--- src/rtl/serial_adder_pkg.sv ---
// Shared types and sizing helpers for the bit-serial adder.
package serial_adder_pkg;

    typedef enum logic [1:0] {
        IDLE = 2'd0,
        RUN  = 2'd1,
        DONE = 2'd2
    } state_t;

    // Bit counter width: $clog2(width)+1 bits, so it never wraps.
    function automatic int cnt_width(input int width);
        return $clog2(width) + 1;
    endfunction

endpackage

--- src/rtl/Full_Adder.sv ---
// Single-bit full adder cell used as the serial adder's bit slice.
module Full_Adder (
    input  logic A,
    input  logic B,
    input  logic CI,
    output logic S,
    output logic CO
);

    assign S  = A ^ B ^ CI;
    assign CO = (A & B) | (CI & (A ^ B));

endmodule

--- src/rtl/serial_adder.sv ---
// Bit-serial LSB-first adder: one full-adder cell, a carry flop and shift
// registers resolve {cout,sum} = a + b + cin over WIDTH cycles.
module serial_adder
    import serial_adder_pkg::*;
#(
    parameter int WIDTH = 8
) (
    input  logic             clk,
    input  logic             rst_n,
    input  logic             start,
    input  logic [WIDTH-1:0] a,
    input  logic [WIDTH-1:0] b,
    input  logic             cin,
    output logic             busy,
    output logic             done,
    output logic [WIDTH-1:0] sum,
    output logic             cout
);

    localparam int CNT_W = cnt_width(WIDTH);

    state_t             state;
    state_t             state_next;
    logic [WIDTH-1:0]   op_a;
    logic [WIDTH-1:0]   op_b;
    logic [WIDTH-1:0]   res;
    logic [WIDTH-1:0]   res_next;
    logic               carry;
    logic [CNT_W-1:0]   cnt;
    logic               last;
    logic               bit_s;
    logic               bit_co;

    Full_Adder u_bit (
        .A  (op_a[0]),
        .B  (op_b[0]),
        .CI (carry),
        .S  (bit_s),
        .CO (bit_co)
    );

    assign last = (cnt == CNT_W'(WIDTH - 1));

    // Bit-cell sum enters at the MSB; written without a part-select so WIDTH=1 elaborates.
    always_comb begin
        res_next            = res >> 1;
        res_next[WIDTH-1]   = bit_s;
    end

    always_comb begin
        state_next = state;
        unique case (state)
            IDLE:    if (start) state_next = RUN;
            RUN:     if (last)  state_next = DONE;
            DONE:    state_next = IDLE;
            default: state_next = IDLE;
        endcase
    end

    // busy/done are registered from the next state so no output is decoded combinationally.
    always_ff @(posedge clk or negedge rst_n) begin
        if (!rst_n) begin
            state <= IDLE;
            busy  <= 1'b0;
            done  <= 1'b0;
        end else begin
            state <= state_next;
            busy  <= (state_next != IDLE);
            done  <= (state_next == DONE);
        end
    end

    always_ff @(posedge clk or negedge rst_n) begin
        if (!rst_n) begin
            op_a  <= '0;
            op_b  <= '0;
            res   <= '0;
            carry <= 1'b0;
            cnt   <= '0;
            sum   <= '0;
            cout  <= 1'b0;
        end else begin
            unique case (state)
                IDLE: begin
                    if (start) begin
                        op_a  <= a;
                        op_b  <= b;
                        carry <= cin;
                        cnt   <= '0;
                    end
                end
                RUN: begin
                    op_a  <= op_a >> 1;
                    op_b  <= op_b >> 1;
                    res   <= res_next;
                    carry <= bit_co;
                    if (last) begin
                        sum  <= res_next;
                        cout <= bit_co;
                    end else begin
                        cnt  <= cnt + CNT_W'(1);
                    end
                end
                default: ;
            endcase
        end
    end

endmodule

--- config.mk ---
export PLATFORM = sky130hd
export DESIGN_NAME = serial_adder
export DESIGN_NICKNAME = d
export VERILOG_FILES = /design/src/rtl/serial_adder_pkg.sv /design/src/rtl/Full_Adder.sv /design/src/rtl/serial_adder.sv
export SDC_FILE = /design/constraint.sdc
export NUM_CORES = 1
export LEC_CHECK = 0
export CORE_ASPECT_RATIO = 1.25
export CORE_UTILIZATION = 55
export DETAILED_ROUTE_END_ITERATION = 10
export GPL_ROUTABILITY_DRIVEN = 0
export GPL_TIMING_DRIVEN = 0
export PLACE_DENSITY = 0.82
export SYNTH_ARGS = -nofsm -noshare
export SYNTH_HDL_FRONTEND = slang
export SYNTH_SLANG_ARGS = --single-unit
--- constraint.sdc ---
create_clock -name clk -period 3.3 [get_ports clk]
set_clock_uncertainty 0.2 [all_clocks]
set_input_delay 0.495 -clock clk [delete_from_list [all_inputs] [get_ports clk]]
set_output_delay 0.495 -clock clk [all_outputs]
set_load 0.03 [all_outputs]
==> Word level (Yosys, flattened, before mapping) <==
Cells that the tools add are included.
{ "word_totals": {"word_cells": 39, "inputBits": 20, "register_bits": 42} }
{ "classes": {"n_bitwise": 5, "reduce_logical": 6, "add_sub_neg": 1, "n_eq_ne": 5, "n_mux": 12} }
{ "ops": {"columns": ["operator", "count"], "rows": [
  ["one-hot mux 8 bit (2 select lines)", 2],
  ["two-way mux 8 bit", 2],
  ["two-way mux 4 bit", 2],
  ["one-hot mux 4 bit (2 select lines)", 1],
  ["adder 4 x 1 -> 4 bit, second input constant", 1],
  ["== test 4 x 3 -> 1 bit, second input constant", 1],
  ["two-way mux 2 bit", 2],
  ["!= test 2 bit, second input constant", 2],
  ["one-hot mux 2 bit (2 select lines)", 1],
  ["AND reduction 2 bit", 2],
  ["nonzero test 2 bit", 2],
  ["AND reduction 3 bit", 1],
  ["AND 1 bit", 2],
  ["== test 2 x 1 -> 1 bit, second input constant", 1],
  ["== test 2 bit, second input constant", 1],
  ["zero test 2 bit", 1],
  ["one-hot mux 1 bit (2 select lines)", 1],
  ["bitwise XOR 1 bit", 2],
  ["two-way mux 1 bit", 1],
  ["OR 1 bit", 1]
]} }

==> Depth between registers and ports, before layout <==
Gate-level depths: netlist of the first run.
{ "depth": {"depth_word": 4, "ltp_mapped": 5, "ltp_nobuf": 4} }

==> Cells and area by module <==
From an unflattened synthesis of the first run, not the netlist that was laid out.
{ "hier_totals": {"cells_unflattened": 160, "area_unflattened_um2": 1879.3} }
{ "by_module_without_submodules": {"columns": ["mod", "n_inst", "seq_area_each_um2", "area_each_um2", "cells_per_inst"], "rows": [
  ["serial_adder", 1, 1026.0, 1859.3, 159],
  ["Full_Adder", 1, 0.0, 20.0, 1]
]} }

==> Least setup slack after synthesis of the first run <==
OpenSTA, ideal clock, no wires.
{ "synth_timing": {"path_type": "reg-to-reg", "start": "register cnt[0]", "end": "register cout", "t_required_ps": 2975, "stages_incl_launch_ff": 6, "arrival_time_ps": 1326, "setup_time_ps": 125, "slack_ps": 1649, "cell_sequence": "dfrtp_1 -> ha_1 -> nand2_1 -> nor3b_2 -> buf_6 -> mux2_4"} }
{ "synth_via": {"elab_chain_len": 2} }
{ "synth_lines": {"columns": ["element", "line", "source"], "rows": [
  ["start: declaration", "serial_adder.sv:29", "logic [CNT_W-1:0] cnt;"],
  ["start signal: assignment", "serial_adder.sv:101", "cnt <= cnt + CNT_W'(1);"],
  ["== test 4 x 3 -> 1 bit", "serial_adder.sv:42", "assign last = (cnt == CNT_W'(WIDTH - 1));"],
  ["AND reduction 2 bit (no source line)", null, null],
  ["end signal: assignment", "serial_adder.sv:99", "cout <= bit_co;"],
  ["end: declaration", "serial_adder.sv:17", "output logic cout"]
]} }
No other way between the ends.
A chain may end at the register's enable or synchronous reset.

==> Worst setup path in the final report of the first run <==
{ "layout_timing": {"start": "register sum[1]", "end": "output sum[1]"} }
{ "layout_lines": {"columns": ["element", "line", "source"], "rows": [
  ["start: declaration", "serial_adder.sv:16", "output logic [WIDTH-1:0] sum,"],
  ["start signal: assignment", "serial_adder.sv:98", "sum <= res_next;"]
]} }
No word-level cell between the ends.

==> results of run 1 <==
==> power by group through the flow <==
stage               Clock, mW  Sequential [mW]  Combinational, mW
floorplan                   0            0.943              0.498
detailed placement          0            0.867              0.861
CTS                     0.234            0.855              0.863
global placement            0            0.848              0.819
finish                  0.224            0.853              0.855
global route            0.252            0.881              0.931
==> placed cells by master, fill, tap and decap left out, drive strengths merged, types with 2 or more instances in the layout <==
master	netlist	routed
clkdlybuf4s50	0	29
dfrtp	41	41
nor2b	5	5
nor3b	2	2
a22oi	15	15
nor2	2	2
buf	6	7
a21oi	2	2
nand2	18	18
clkbuf	3	8
o21ai	17	17
mux2	16	16
inv	4	4
==> sequential cells by signal, summed over array words and instances, names as in the netlist <==
signal and cells:
busy 1, carry 1, cnt 4, cout 1, done 1, op_a 8, op_b 8, res 7
state 2, sum 8
==> worst max path at each step <==
stage | from | to | slack [ps] | cells past startpoint
final | sum[1] | sum[1] | 1210 | 1
after detailed placement | start | op_a[2] | 1160 | 6
after CTS | sum[0] | sum[0] | 1190 | 1
after global placement | rst_n | op_a[4] | 600 | 1
after floorplan | cnt[0] | cout | 1650 | 5
after global routing | sum[0] | sum[0] | 1130 | 1
==> metal layers <==
layer  global-route usage (%)  part of all wire (%)  up-vias
met5                        0                     0        -
met4                     10.9                   2.2        0
met3                     7.41                   4.1        8
met2                     39.4                    54       35
met1                     25.2                    40      619
li1                         -                     -      587
==> logic make-up (layout without fill, tap and decap cells) <==
logic type | after synthesis | count (layout) | share of synthesized area [%]
and+or+nand+nor | 30 | 30 | 8.55
DFF | 41 | 41 | 58.0
buffers and inverters | 13 | 49 | 3.89
adders and majority gates | 2 | 2 | 1.84
AOI/OAI and AO/OA | 41 | 41 | 15.1
muxes | 17 | 17 | 12.7
==> metrics by stage <==
step / instance area (sq um) / hold slack, ps / cells
detailed placement: 2110 / 277 / 210
global placement: 2120 / 263 / 210
CTS: 2150 / 66.6 / 216
floorplan: 1770 / -0.591 / 144
global route: 2150 / 105 / 216
finish: 2150 / 52.3 / 216
==> worst register-to-register path, cell delays in order (launching register included) <==
cell and delay (ps):
dfrtp_1 410, ha_1 270, nand2_1 140, nor3b_2 200
buf_6 200, mux2_4 320
==> area by class of cell <==
type	instances	area, sq um
buffer	9	53.8
clock buffer	5	37.5
clock inverter	1	5.00
fill	216	847
inverter	4	15.0
multi-input combinational	90	676
sequential	41	1030
tap	36	45.0
timing repair buffer	30	295
==> results by group, run 1 <==
Power
  • Power Dens Cells: 898 nW/um^2
  • Final Power: about 1.9 mW
  • Sequential power share: 44.1%
  • Static leakage: 0.939 nW
  • Internal power: 1.23 mW
  • Sw frac: between 30 and 40%
  • VDD IR max: ~620 uV
  • Comb power frac: about 44%
  • Clk pwr share: between 10 and 15%
  • P_sw: slightly above 0.7 mW

Routing
  • Routed Antenna Nets: 0
  • Drt drc: 0
  • Wirelength, routed: approximately 3.3 mm
  • First drt pass iteration count: 6
  • DR iter-0 viols: 20
  • Vias post-DR: ~1.2k
  • DR vias/cell: roughly 5.8
  • Routed WL per cell: 15.1 microns

Place
  • Detailed placement HPWL: ~2.4 mm
  • Buffers on Ports: 30
  • Pre-CTS WS: roughly 1200 ps

Setup path
  • Buf+Inv Stages, Crit Path: 1
  • CP cell instances: clkdlybuf4s50_1
  • CP max stage delay: 680 ps
  • Worst Path Required: ~2600 ps
  • Crit Path Class: flip-flop to output pin
  • CP Capture Type: output pin
  • Worst Path Max Fanout: 2
  • Worst Path Arrival: about 1400 ps
  • Critical path's top delay family: buffers and inverters
  • Reg2reg start: cnt[0]
  • Slowest cell on crit path: clkdlybuf4s50_1
  • FF-to-FF path depth: 5
  • R2R setup slack: between 1000 and 1500 ps
  • R2r endpoint: sum[3]
  • Crit path launch type: flip-flop

Timing
  • Tightest Pin Transition: approximately 870 ps
  • RSZ-0062 raised after global routing: false
  • Final hold vios: 0
  • FMAX: 478 MHz
  • Max-slew violation count: 0
  • Tmin final: between 2000 and 2500 ps
  • Final setup fails: 0
  • Slew headroom: approximately two fifths
  • Final WS setup: approximately 1200 ps
  • Period utilization: a little under two thirds
  • TNS Setup: 0 ps

Synthesis
  • Syn Area/Cell: ~12 sq um
  • Synth cell count leaders: dfrtp_1, nand2_1, o21ai_0
  • Synthesis-stage register bit count: 41
  • Post-synthesis cell type count: 32
  • Ys Warns: 0
  • Post-synth ARST share: between 90% and 100%
  • Dominant cells by area after synthesis: dfrtp_1, mux2_4, a22oi_1
  • Yosys top cell area share: just under 60%
  • Primary FF master, synth: dfrtp_1
  • Post-synth EDFFs: 0
  • Post-Syn Nets: between 150 and 200
  • Netlist Area Pre-Place: 1770 sq um
  • Cell taking the most area after synthesis: dfrtp_1
  • Count leader, synth: dfrtp_1
  • Cells after synthesis: between 100 and 150
  • Post-synthesis sequential area ratio: between 50% and 60%

Finish
  • Nets: around 200
  • Ant diodes: 0
  • Final core utilization: ~72%
  • Share of cells above drive strength 1: a little under a fifth
  • Area growth syn-to-layout: 21.6%

GRT
  • Initial antenna violation count: 0
  • Global-route wire length before repair: 5.67 mm
  • Largest net degree at the start of global routing: between 40 and 50
  • Vias in the first global route: ~1.3k
  • Gr usage total: roughly 23%
  • Total grt overflow: 0

Clock network
  • Max clock buf depth: 2
  • PostCTS Resize Cnt: 0
  • TritonCTS clock tree: built
  • Hold buffers post-CTS: 0
  • Total CTS buffers: 5
  • Worst-path clk slew: around 110 ps
  • Postcts setup bufs: 0
  • Worst-Skew Late Latency: 350 ps
  • CTS H-Tree Depth: 2
  • CTS root buf: clkbuf_4
  • # clock sinks: slightly above 40

Worst hold path
  • HP Class: input pin to asynchronous set/reset pin

Floorplanning
  • Core Area: ~3000 sq um
  • Die area: 3450 sq um
  • Row count: 22
  • Die Wd: between 50 and 60 microns
  • Io pins: 31
  • Starting Density: approximately three fifths
  • Height of the die: 65.4 microns

Status
  • Run status: complete, no violations

Run
  • Max cap viols: 0
(Power assumes the default switching activity.)
==> inputs of run 2 (changes only) <==
--- a/config.mk
+++ b/config.mk
@@ -6,11 +6,11 @@
 export NUM_CORES = 1
 export LEC_CHECK = 0
 export CORE_ASPECT_RATIO = 1.25
-export CORE_UTILIZATION = 55
+export CORE_UTILIZATION = 46
 export DETAILED_ROUTE_END_ITERATION = 10
 export GPL_ROUTABILITY_DRIVEN = 0
 export GPL_TIMING_DRIVEN = 0
-export PLACE_DENSITY = 0.82
+export PLACE_DENSITY = 0.73
 export SYNTH_ARGS = -nofsm -noshare
 export SYNTH_HDL_FRONTEND = slang
 export SYNTH_SLANG_ARGS = --single-unit
==> constraint.sdc (replaced) <==
create_clock -name clk -period 1.85 [get_ports clk]
set_clock_uncertainty 0.2 [all_clocks]
set_input_delay 0.2775 -clock clk [delete_from_list [all_inputs] [get_ports clk]]
set_output_delay 0.2775 -clock clk [all_outputs]
set_load 0.03 [all_outputs]
==> run 2 against run 1 <==
The flow now finishes with violations (design-rule violations); count of clock-buffer cells in the layout up 2; flip-flop and latch count unchanged; global-route usage down 4.5 points; core utilization down 7.7 points; via count down 1.1%; critical path type unchanged; largest cell class unchanged.
==> results by group, run 2 (synthesis gave the netlist of run 1 again) <==
Floorplanning
  • Height of the die: roughly 71 microns
  • Starting Density: between 40% and 50%
  • Row count: 24
  • Die area: 4100 sq um
  • Core Area: roughly 3600 sq um
  • Io pins: 31
  • Die Wd: around 57 microns

Power
  • Static leakage: 1.00 nW
  • Final Power: around 3.9 mW
  • Power Dens Cells: 1690 nW/um^2
  • VDD IR max: roughly 700 uV

Finish
  • Share of cells above drive strength 1: a little over a fifth
  • Ant diodes: 0
  • Area growth syn-to-layout: 29.4%
  • Nets: 209
  • Most frequent cells in the layout: dfrtp_1, clkdlybuf4s50_1, nand2_1
  • Biggest regs: op_a x8, op_b x8, sum x8
  • Footprint of the multi-input gates: 688 sq um
  • Reg area: between 1000 and 1500 sq um
  • Final core utilization: between 60 and 70%
  • Commonest non-fill, non-tap cell in the layout: dfrtp_1
  • Layout filler cell count: ~310
  • Final std cell area, no fill: about 2300 sq um
  • Final non-filler cell total: between 200 and 250

Status
  • Violated checks: design-rule violations
  • Run status: finished, violations left

Timing
  • TNS Setup: 0 ps
  • FMAX: between 500 and 600 MHz
  • Slew headroom: approximately two fifths
  • Period utilization: approximately 98%
  • Max-slew violation count: 0
  • Tmin final: 1810 ps
  • Final hold vios: 0
  • Tightest Pin Transition: a little under 900 ps
  • Final setup fails: 0

Setup path
  • CP max stage delay: around 700 ps
  • Critical path's top delay family: buffers and inverters
  • CP startpoint: sum[7]
  • CP cell instances: clkdlybuf4s50_1
  • FF-to-FF path depth: 5
  • Reg2reg start: cnt[0]
  • Buf+Inv Stages, Crit Path: 1
  • Worst Path Required: 1370 ps
  • Slowest cell on crit path: clkdlybuf4s50_1
  • Crit Path Class: flip-flop to output pin
  • Worst Path Max Fanout: 2
  • Worst Path Arrival: 1330 ps
  • Crit path launch type: flip-flop
  • Levels on crit path: 1
  • CP Capture Type: output pin

Clock network
  • CTS root buf: clkbuf_8
  • Worst-path clk slew: 70 ps
  • Max clock buf depth: 2
  • # clock sinks: 41
  • Worst-Skew Late Latency: about 290 ps
  • TritonCTS clock tree: built
  • CTS H-Tree Depth: 2
  • Total CTS buffers: 5

GRT
  • Global-route wire length before repair: approximately 5.7 mm
  • Initial antenna violation count: 0
  • Largest net degree at the start of global routing: 42
  • Total grt overflow: 0
  • Gr usage total: 18.6%
  • Vias in the first global route: approximately 1.2k

Routing
  • Routed Antenna Nets: 0
  • Vias post-DR: around 1.2k
  • First drt pass iteration count: 7
  • Drt drc: 4
  • Routed WL per cell: between 15 and 20 microns
  • DR iter-0 viols: 19
  • DR vias/cell: between 5 and 6
  • Wirelength, routed: 3.44 mm

Run
  • Max cap viols: 0

Place
  • Post-DP Area: approximately 2100 sq um
  • Placed instance count: between 200 and 250
  • Detailed placement HPWL: roughly 2.3 mm
  • Buffers on Ports: 30

Worst hold path
  • Hold Path Stages: 2
  • Worst hold path startpoint: op_a[2]
  • HP Class: flip-flop to flip-flop
-- run 2: changes by cell type in the layout (fill, tap and decap cells not counted), sizes merged --
cell         delta
dlygate4sd3     +1
clkinv          -1
bufinv          +1
clkbuf          +2
buf             +5
-- run 2: final timing paths --
check	endpoint	slack [ps]
max	sum[7]	40
max reg2reg	sum[0]	40
min reg2reg	op_a[2]	290
min in group asynchronous	sum[1]	450
max in group asynchronous	op_a[2]	450
min	op_a[2]	290
-- run 2: final cells by class --
cell class	count	share of cell area [%]
Inverter	4	0.655
Tap cell	39	2.13
Clock inverter	1	1.31
Timing Repair Buffer	36	15.0
Clock buffer	7	3.77
Multi-Input combinational cell	90	30.0
Sequential cell	41	44.8
Buffer	9	2.35
-- run 2: power by group --
group | internal, mW | switching (mW)
registers | 1.27 | 0.255
logic | 0.851 | 0.759
clock network | 0.440 | 0.293
-- run 2: per-layer routing --
layer	vias up	wire length (microns)	global-route usage (%)
li1	594	-	-
met1	601	1510	23.6
met2	34	1730	30.6
met3	6	150	4.87
met4	0	50	6.50
met5	-	0	0
-- run 2: repair_timing --
action,4_1_cts,5_1_grt
setup buffers,0,4
endpoints found under the setup margin,0,9
gates resized for setup,0,4
hold buffers,1,0
hold endpoints to repair,41,0
-- run 2: stage by stage --
stage | hold WS (ps) | worst slack [ps]
6_report | 292 | 38.0
5_1_grt | 327 | -35.3
4_1_cts | 293 | 29.0
3_5_place_dp | 250 | -106
3_3_place_gp | 263 | -655
2_1_floorplan | -218 | 199
